[src/rtl/ddr_keys_pkg.sv]
// Shared scan-code constants, receiver state encoding and key-flag decode
// for the DDR keyboard input stage.
package ddr_keys_pkg;

   localparam logic [7:0] SC_EXT   = 8'hE0;
   localparam logic [7:0] SC_BRK   = 8'hF0;
   localparam logic [7:0] SC_C     = 8'h21;
   localparam logic [7:0] SC_LEFT  = 8'h6B;
   localparam logic [7:0] SC_DOWN  = 8'h72;
   localparam logic [7:0] SC_UP    = 8'h75;
   localparam logic [7:0] SC_RIGHT = 8'h74;

   typedef enum logic [1:0] {IDLE, DATA, PARITY, STOP} rx_state_e;

   typedef struct packed {
      logic chg_color;
      logic left;
      logic down;
      logic up;
      logic right;
   } key_flags_t;

   // One-hot game flags for a held key; unmapped keys give all zeros.
   function automatic key_flags_t decode_key(input logic ext, input logic [7:0] code);
      key_flags_t f;
      f = '0;
      if (!ext && code == SC_C) begin
         f.chg_color = 1'b1;
      end
      if (ext) begin
         case (code)
            SC_LEFT:  f.left  = 1'b1;
            SC_DOWN:  f.down  = 1'b1;
            SC_UP:    f.up    = 1'b1;
            SC_RIGHT: f.right = 1'b1;
            default:  f = '0;
         endcase
      end
      return f;
   endfunction

endpackage

[src/rtl/ps2_rx_frame.sv]
// PS/2 frame receiver: input synchronisers, ps2_clk glitch filter, 11-bit
// frame FSM with odd-parity/stop check and a mid-frame inactivity timeout.
module ps2_rx_frame
   import ddr_keys_pkg::*;
#(
   parameter int FILTER_LEN     = 8,
   parameter int TIMEOUT_CYCLES = 100000
) (
   input  logic       clk,
   input  logic       rst,
   input  logic       ps2_clk,
   input  logic       ps2_data,
   output logic       byte_valid,
   output logic [7:0] rx_byte,
   output logic       frame_err
);

   localparam int CNT_W = $clog2(TIMEOUT_CYCLES);
   localparam logic [CNT_W-1:0] TO_LAST = CNT_W'(TIMEOUT_CYCLES - 1);

   logic [1:0]            clk_sync_q;
   logic [1:0]            dat_sync_q;
   logic [FILTER_LEN-1:0] filt_sr_q;
   logic                  filt_q, filt_d;
   logic                  fall_q;
   rx_state_e             state_q, state_d;
   logic [2:0]            bit_cnt_q, bit_cnt_d;
   logic [7:0]            shift_q, shift_d;
   logic                  par_q, par_d;
   logic [CNT_W-1:0]      to_cnt_q, to_cnt_d;
   logic                  frame_err_q, frame_err_d;
   logic                  data_bit;

   assign data_bit  = dat_sync_q[1];
   assign rx_byte   = shift_q;
   assign frame_err = frame_err_q;

   always_comb begin
      filt_d = filt_q;
      if (&filt_sr_q) begin
         filt_d = 1'b1;
      end else if (~|filt_sr_q) begin
         filt_d = 1'b0;
      end
   end

   always_ff @(posedge clk) begin
      if (rst) begin
         clk_sync_q  <= 2'b11;
         dat_sync_q  <= 2'b11;
         filt_sr_q   <= '1;
         filt_q      <= 1'b1;
         fall_q      <= 1'b0;
         state_q     <= IDLE;
         bit_cnt_q   <= '0;
         shift_q     <= '0;
         par_q       <= 1'b0;
         to_cnt_q    <= '0;
         frame_err_q <= 1'b0;
      end else begin
         clk_sync_q  <= {clk_sync_q[0], ps2_clk};
         dat_sync_q  <= {dat_sync_q[0], ps2_data};
         filt_sr_q   <= {filt_sr_q[FILTER_LEN-2:0], clk_sync_q[1]};
         filt_q      <= filt_d;
         fall_q      <= filt_q & ~filt_d;
         state_q     <= state_d;
         bit_cnt_q   <= bit_cnt_d;
         shift_q     <= shift_d;
         par_q       <= par_d;
         to_cnt_q    <= to_cnt_d;
         frame_err_q <= frame_err_d;
      end
   end

   always_comb begin
      state_d     = state_q;
      bit_cnt_d   = bit_cnt_q;
      shift_d     = shift_q;
      par_d       = par_q;
      to_cnt_d    = '0;
      frame_err_d = 1'b0;
      byte_valid  = 1'b0;

      // A fall on the terminal count keeps the frame alive: fall wins.
      if (state_q != IDLE && !fall_q) begin
         if (to_cnt_q == TO_LAST) begin
            state_d     = IDLE;
            frame_err_d = 1'b1;
         end else begin
            to_cnt_d = to_cnt_q + CNT_W'(1);
         end
      end

      if (fall_q) begin
         case (state_q)
            IDLE: begin
               if (!data_bit) begin
                  state_d   = DATA;
                  bit_cnt_d = '0;
               end
            end
            DATA: begin
               shift_d   = {data_bit, shift_q[7:1]};
               bit_cnt_d = bit_cnt_q + 3'd1;
               if (bit_cnt_q == 3'd7) begin
                  state_d = PARITY;
               end
            end
            PARITY: begin
               par_d   = data_bit;
               state_d = STOP;
            end
            STOP: begin
               state_d = IDLE;
               if (data_bit && (^{shift_q, par_q})) begin
                  byte_valid = 1'b1;
               end else begin
                  frame_err_d = 1'b1;
               end
            end
            default: state_d = IDLE;
         endcase
      end
   end

endmodule

[src/rtl/ps2_key_decoder.sv]
// DDR keyboard front end: turns validated PS/2 bytes into a one-shot key
// strobe and held-key flags, tracking E0/F0 prefixes and suppressing repeats.
module ps2_key_decoder
   import ddr_keys_pkg::*;
#(
   parameter int FILTER_LEN     = 8,
   parameter int TIMEOUT_CYCLES = 100000
) (
   input  logic       clk,
   input  logic       rst,
   input  logic       ps2_clk,
   input  logic       ps2_data,
   output logic       keyPressed,
   output logic       btnCHGCOLOR,
   output logic       btnLEFT,
   output logic       btnDOWN,
   output logic       btnUP,
   output logic       btnRIGHT,
   output logic [7:0] scan_code,
   output logic       frame_err
);

   logic       byte_valid;
   logic [7:0] rx_byte;
   logic       rx_err;

   logic       ext_q, ext_d;
   logic       brk_q, brk_d;
   logic       held_ext_q, held_ext_d;
   logic [7:0] held_code_q, held_code_d;
   logic       kp_q, kp_d;
   key_flags_t flags_q, flags_d;
   logic [7:0] scan_q, scan_d;
   logic       held_match;

   ps2_rx_frame #(
      .FILTER_LEN     (FILTER_LEN),
      .TIMEOUT_CYCLES (TIMEOUT_CYCLES)
   ) u_rx (
      .clk        (clk),
      .rst        (rst),
      .ps2_clk    (ps2_clk),
      .ps2_data   (ps2_data),
      .byte_valid (byte_valid),
      .rx_byte    (rx_byte),
      .frame_err  (rx_err)
   );

   assign held_match = ({ext_q, rx_byte} == {held_ext_q, held_code_q});

   always_comb begin
      ext_d       = ext_q;
      brk_d       = brk_q;
      held_ext_d  = held_ext_q;
      held_code_d = held_code_q;
      kp_d        = 1'b0;
      flags_d     = flags_q;
      scan_d      = scan_q;

      if (rx_err) begin
         ext_d = 1'b0;
         brk_d = 1'b0;
      end

      if (byte_valid) begin
         if (rx_byte == SC_EXT) begin
            ext_d = 1'b1;
         end else if (rx_byte == SC_BRK) begin
            brk_d = 1'b1;
         end else begin
            ext_d = 1'b0;
            brk_d = 1'b0;
            if (!brk_q) begin
               // A make matching the held key is typematic repeat.
               if (!held_match) begin
                  kp_d        = 1'b1;
                  held_ext_d  = ext_q;
                  held_code_d = rx_byte;
                  scan_d      = rx_byte;
                  flags_d     = decode_key(ext_q, rx_byte);
               end
            end else if (held_match) begin
               held_ext_d  = 1'b0;
               held_code_d = 8'h00;
               flags_d     = '0;
            end
         end
      end
   end

   always_ff @(posedge clk) begin
      if (rst) begin
         ext_q       <= 1'b0;
         brk_q       <= 1'b0;
         held_ext_q  <= 1'b0;
         held_code_q <= 8'h00;
         kp_q        <= 1'b0;
         flags_q     <= '0;
         scan_q      <= 8'h00;
      end else begin
         ext_q       <= ext_d;
         brk_q       <= brk_d;
         held_ext_q  <= held_ext_d;
         held_code_q <= held_code_d;
         kp_q        <= kp_d;
         flags_q     <= flags_d;
         scan_q      <= scan_d;
      end
   end

   assign keyPressed  = kp_q;
   assign btnCHGCOLOR = flags_q.chg_color;
   assign btnLEFT     = flags_q.left;
   assign btnDOWN     = flags_q.down;
   assign btnUP       = flags_q.up;
   assign btnRIGHT    = flags_q.right;
   assign scan_code   = scan_q;
   assign frame_err   = rx_err;

endmodule

[config.mk]
export PLATFORM = sky130hd
export DESIGN_NAME = ps2_key_decoder
export DESIGN_NICKNAME = d
export VERILOG_FILES = /design/src/rtl/ddr_keys_pkg.sv /design/src/rtl/ps2_rx_frame.sv /design/src/rtl/ps2_key_decoder.sv
export SDC_FILE = /design/constraint.sdc
export NUM_CORES = 1
export LEC_CHECK = 0
export CORE_MARGIN = 3
export CORE_UTILIZATION = 30
export DETAILED_ROUTE_END_ITERATION = 6
export SLEW_MARGIN = 20
export SYNTH_ARGS = -nofsm -noshare
export SYNTH_HDL_FRONTEND = slang
export SYNTH_HIERARCHICAL = 1
export SYNTH_SLANG_ARGS = --single-unit
[constraint.sdc]
create_clock -name clk -period 4.8 [get_ports clk]
set_input_delay 1.44 -clock clk [delete_from_list [all_inputs] [get_ports clk]]
set_output_delay 1.44 -clock clk [all_outputs]
set_load 0.01 [all_outputs]
Yosys cells after proc, flatten, opt, wreduce, memory -nomap -nowiden
Cells that the tools add are included.
{ "word_totals": {"ff_bits": 71, "inputBits": 4, "out_inout_bits": 15, "word_cells": 110} }
{ "classes": {"addsub": 2, "eq_ne": 16, "muxes": 43, "bitwise_logic": 8, "reduce_logical": 19} }
{ "op_table": {"columns": ["cell", "count"], "rows": [
  ["$eq A8 B7 Y1 const B", 4],
  ["$mux W1", 28],
  ["$mux W8", 3],
  ["$mux W5", 4],
  ["$add A17 B1 Y17 const B", 1],
  ["$eq A17 B17 Y1 const B", 1],
  ["$eq A8 B8 Y1 const B", 2],
  ["$mux W2", 5],
  ["$reduce_and A5 Y1", 2],
  ["$eq A9 B9 Y1", 1],
  ["$reduce_xor A9 Y1", 1],
  ["$eq A8 B6 Y1 const B", 1],
  ["$pmux W2 S4", 1],
  ["$reduce_and A8 Y1", 1],
  ["$reduce_or A8 Y1", 1],
  ["$not A1 Y1", 7],
  ["$pmux W3 S2", 1],
  ["$reduce_or A5 Y1", 1],
  ["$eq A2 B2 Y1 const B", 2],
  ["$ne A2 B2 Y1 const B", 2],
  ["$reduce_and A2 Y1", 2],
  ["$reduce_bool A2 Y1", 2],
  ["$reduce_or A4 Y1", 1],
  ["$add A3 B1 Y3 const B", 1],
  ["10 further kinds", 13]
]} }

Depth between registers and ports, before layout
{ "depth": {"ltp_word": 7, "mapped_depth": 11} }

Hierarchy
Netlist, hierarchy kept.
{ "by_module_without_submodules": {"columns": ["module", "n_inst", "cells_each", "area_each_um2", "seq_area_each_um2"], "rows": [
  ["ps2_rx_frame", 1, 205, 1956.9, 920.9],
  ["ps2_key_decoder", 1, 130, 1189.9, 500.5]
]} }

Worst setup path before layout
OpenSTA, ideal clock, no wires.
{ "synth_path": {"kind": "input to register", "from": "in rst", "to": "reg u_rx.to_cnt_q[12]", "arrival_ns": 2.321, "path_slack_ns": 2.415, "path_stages": 4, "cell_sequence": "or4_1 buf_2 buf_4 nor2_1"} }
{ "synth_via": {"elab_chain_len": 1} }
{ "synth_lines": {"columns": ["item", "line", "rtl"], "rows": [
  ["from (decl)", "ps2_key_decoder.sv:10", "input logic rst,"],
  ["$reduce_or A3 Y1 (no line)", null, null],
  ["to (signal assigned)", "ps2_rx_frame.sv:70", "to_cnt_q <= to_cnt_d;"],
  ["to (decl)", "ps2_rx_frame.sv:30", "logic [CNT_W-1:0] to_cnt_q, to_cnt_d;"]
]} }
No other way between the ends.
A chain may end at the register's enable or synchronous reset.

Worst setup path in the final report
{ "layout_path": {"from": "in rst", "to": "reg u_rx.to_cnt_q[14]"} }
Same word-level chain as after synthesis.

==> flow_summary.ini <==
[die]
die_w_um = 108
die_h_um = 108
io_pins = 19
die-area_um2 = 11800
start_util = 0.315
rows = 36
placeableCoreArea_um2 = 10000

[logic_synthesis]
yosysWarnings = 6
synth_flop_cell = dfxtp_1
syn_area_per_cell_um2 = 9.39
yosysUniqueCellTypes = 58
synth-async-reset-ratio = 0
synth_nets = 343
yosysSeqAreaShare = 0.452
synth_top_area_cell = dfxtp_1
netlist.area_leader.share = 0.452
synth_area_leaders = dfxtp_1, mux2i_1, nor2_1
synth_area_um2 = 3150
synth_edf_count = 0
ys_seq_elements = 71
syn-instance-count = 335

[finish]
fin_nets = 358
final_area_um2 = 3660
drive_above_1_share = 0.127
instances_no_fill = 488
area_growth_pct = 16.3
area.sequential_um2 = 1420
fill_cells = 1033
utilization = 0.366
multi_input_area_um2 = 1590
antenna_cells = 0

[sta]
slew-limit-headroom = 0.600
finalHoldViolations = 0
finClkSkew_ns = 0.0130
worst_slack_ns = 1.94
hold_slack_ns = 0.404
min_period_ns = 2.86
fin_tns_setup_ns = 0
rsz0062_at_grt = no
worst_pin_slew_ns = 0.600
period_share = 0.597
fmax_mhz = 349
slew_violations = 0
setup_viol = 0

[global_routing]
grt_overflow = 0
grt_pass1_vias = 2275
grt_use_total = 0.114
grt_max_degree = 34
grt_first_pass_wirelength_um = 10600
grt_antenna_before_repair = 0

[setup_path]
slowest_stage = or4_1
cp-end-kind = flip-flop
max_stage_delay_ns = 0.81
cp_max_fo = 21
start_kind = input pin
cp.arrival_ns = 3.12
crit_chain = clkdlybuf4s50_1 > buf_4 > or4_1 > a21oi_1
crit_type = in2reg
required_ns = 5.05

[placed_design]
placed_cell_area_um2 = 3410
numPortBuffers = 18
placedCellCount = 472
pre_cts_ws_ns = 1.59
routabilityCongestion = 0.806
dp_hpwl_um = 4070

[power_and_ir_drop]
power_leakage_nw = 1.32
p_per_area_nw_per_um2 = 325
ir_drop_uv = 120
finalPower_mw = 1.19

[cts]
clock_path_buffers = 2
cts.sinks = 71
cts_tree = done
cts_buffers = 9
ctsResizeCount = 0
clk_pin_slew_ns = 0.08
post-cts-setup-buffers = 0
holdBufCountCts = 0
cts-root-buf = clkbuf_8
cts_htree_levels = 3
clk_latency_ns = 0.34

[drt]
postRouteAntennaNets = 0
drcViolationCount = 0
num_vias = 2378
wirelength_um = 6210
post_drt_wl_per_cell_um = 12.7
dr.pass1.iters = 5
vias_per_cell = 4.87
drt_iter0_drc = 109

[hold_path]
hp-class = reg2reg

[status]
status = complete, no violations

[job]
maxCapViolCount = 0
-- sequential cells by signal, summed over array words and instances, names as in the netlist, 2 cells and up --
name             cells
held_code_q          8
u_rx/bit_cnt_q       3
u_rx/clk_sync_q      2
u_rx/to_cnt_q       17
u_rx/filt_sr_q       8
u_rx/dat_sync_q      2
scan_code            8
u_rx/rx_byte         8
u_rx/state_q         2
-- worst max-delay path: cells and delay by family --
family / cells / cell delay, ns
AOI/OAI and AO/OA: 1 / 0.22
and+or+nand+nor: 1 / 0.81
buffers and inverters: 2 / 0.63
-- area by class of cell --
cell class	count	share of cell area
tap	133	0.0455
clock buffer	11	0.0386
inverter	10	0.0103
timing repair buffer	20	0.0533
sequential	71	0.388
multi-input combinational	238	0.436
clock inverter	5	0.0284
-- layout by cell type (no fill, tap or decap), types with 3 or more instances in the layout --
master / n
o21ai_0: 7
xor2_1: 13
mux2i_1: 16
ha_1: 4
or3_1: 5
clkbuf_8: 10
nor2_1: 39
nand3_1: 17
dfxtp_1: 71
bufinv_16: 3
nand2_1: 21
nand3b_1: 7
nand4_1: 12
a21oi_1: 20
clkdlybuf4s50_1: 18
inv_1: 9
or2_2: 13
xnor2_1: 10
nor4_1: 3
and3_1: 3
nor3_1: 6
-- path summary, 6_finish.rpt --
check,depth (start not counted),to,slack (ns),from
setup / recovery,4,u_rx/to_cnt_q[14],1.94,rst
hold / removal,1,u_rx/filt_sr_q[0],0.40,u_rx/clk_sync_q[1]
setup reg to reg,7,btnRIGHT,2.04,u_rx/rx_byte[6]
hold reg to reg,1,u_rx/filt_sr_q[0],0.40,u_rx/clk_sync_q[1]
-- where the power goes --
part | switching [mW] | internal (mW)
Combinational | 0.00787 | 0.00606
Sequential | 0.00103 | 0.591
Clock | 0.222 | 0.361
-- cell families (layout without fill, tap and decap cells) --
logic type | Yosys count | count (layout) | synth area share
and+or+nand+nor | 148 | 148 | 0.269
DFF | 71 | 71 | 0.452
AOI/OAI and AO/OA | 45 | 45 | 0.0907
buffers and inverters | 26 | 46 | 0.0417
xor gates and xnor gates | 25 | 25 | 0.0799
muxes | 16 | 16 | 0.0509
adders and majority gates | 4 | 4 | 0.0159
-- cell usage after synthesis (3+ instances only) --
cell      instances
nor4_1            3
nand2_1          21
nand4_1          12
and3_1            3
nor3_1            6
ha_1              4
o21ai_0           7
xnor2_1          10
or2_2            13
a21oi_1          20
buf_2             3
or3_1             5
nand3b_1          7
clkbuf_1          7
dfxtp_1          71
inv_1             9
nand3_1          17
mux2i_1          16
nor2_1           39
xor2_1           13
-- routing by layer --
metal	wire length (um)	global-route usage	up-vias
met3	243	0.0310	11
met4	118	0.0586	0
met5	0	0	-
met2	2880	0.182	54
li1	-	-	1200
met1	2970	0.140	1113
Power figures use the tool's default switching activity.
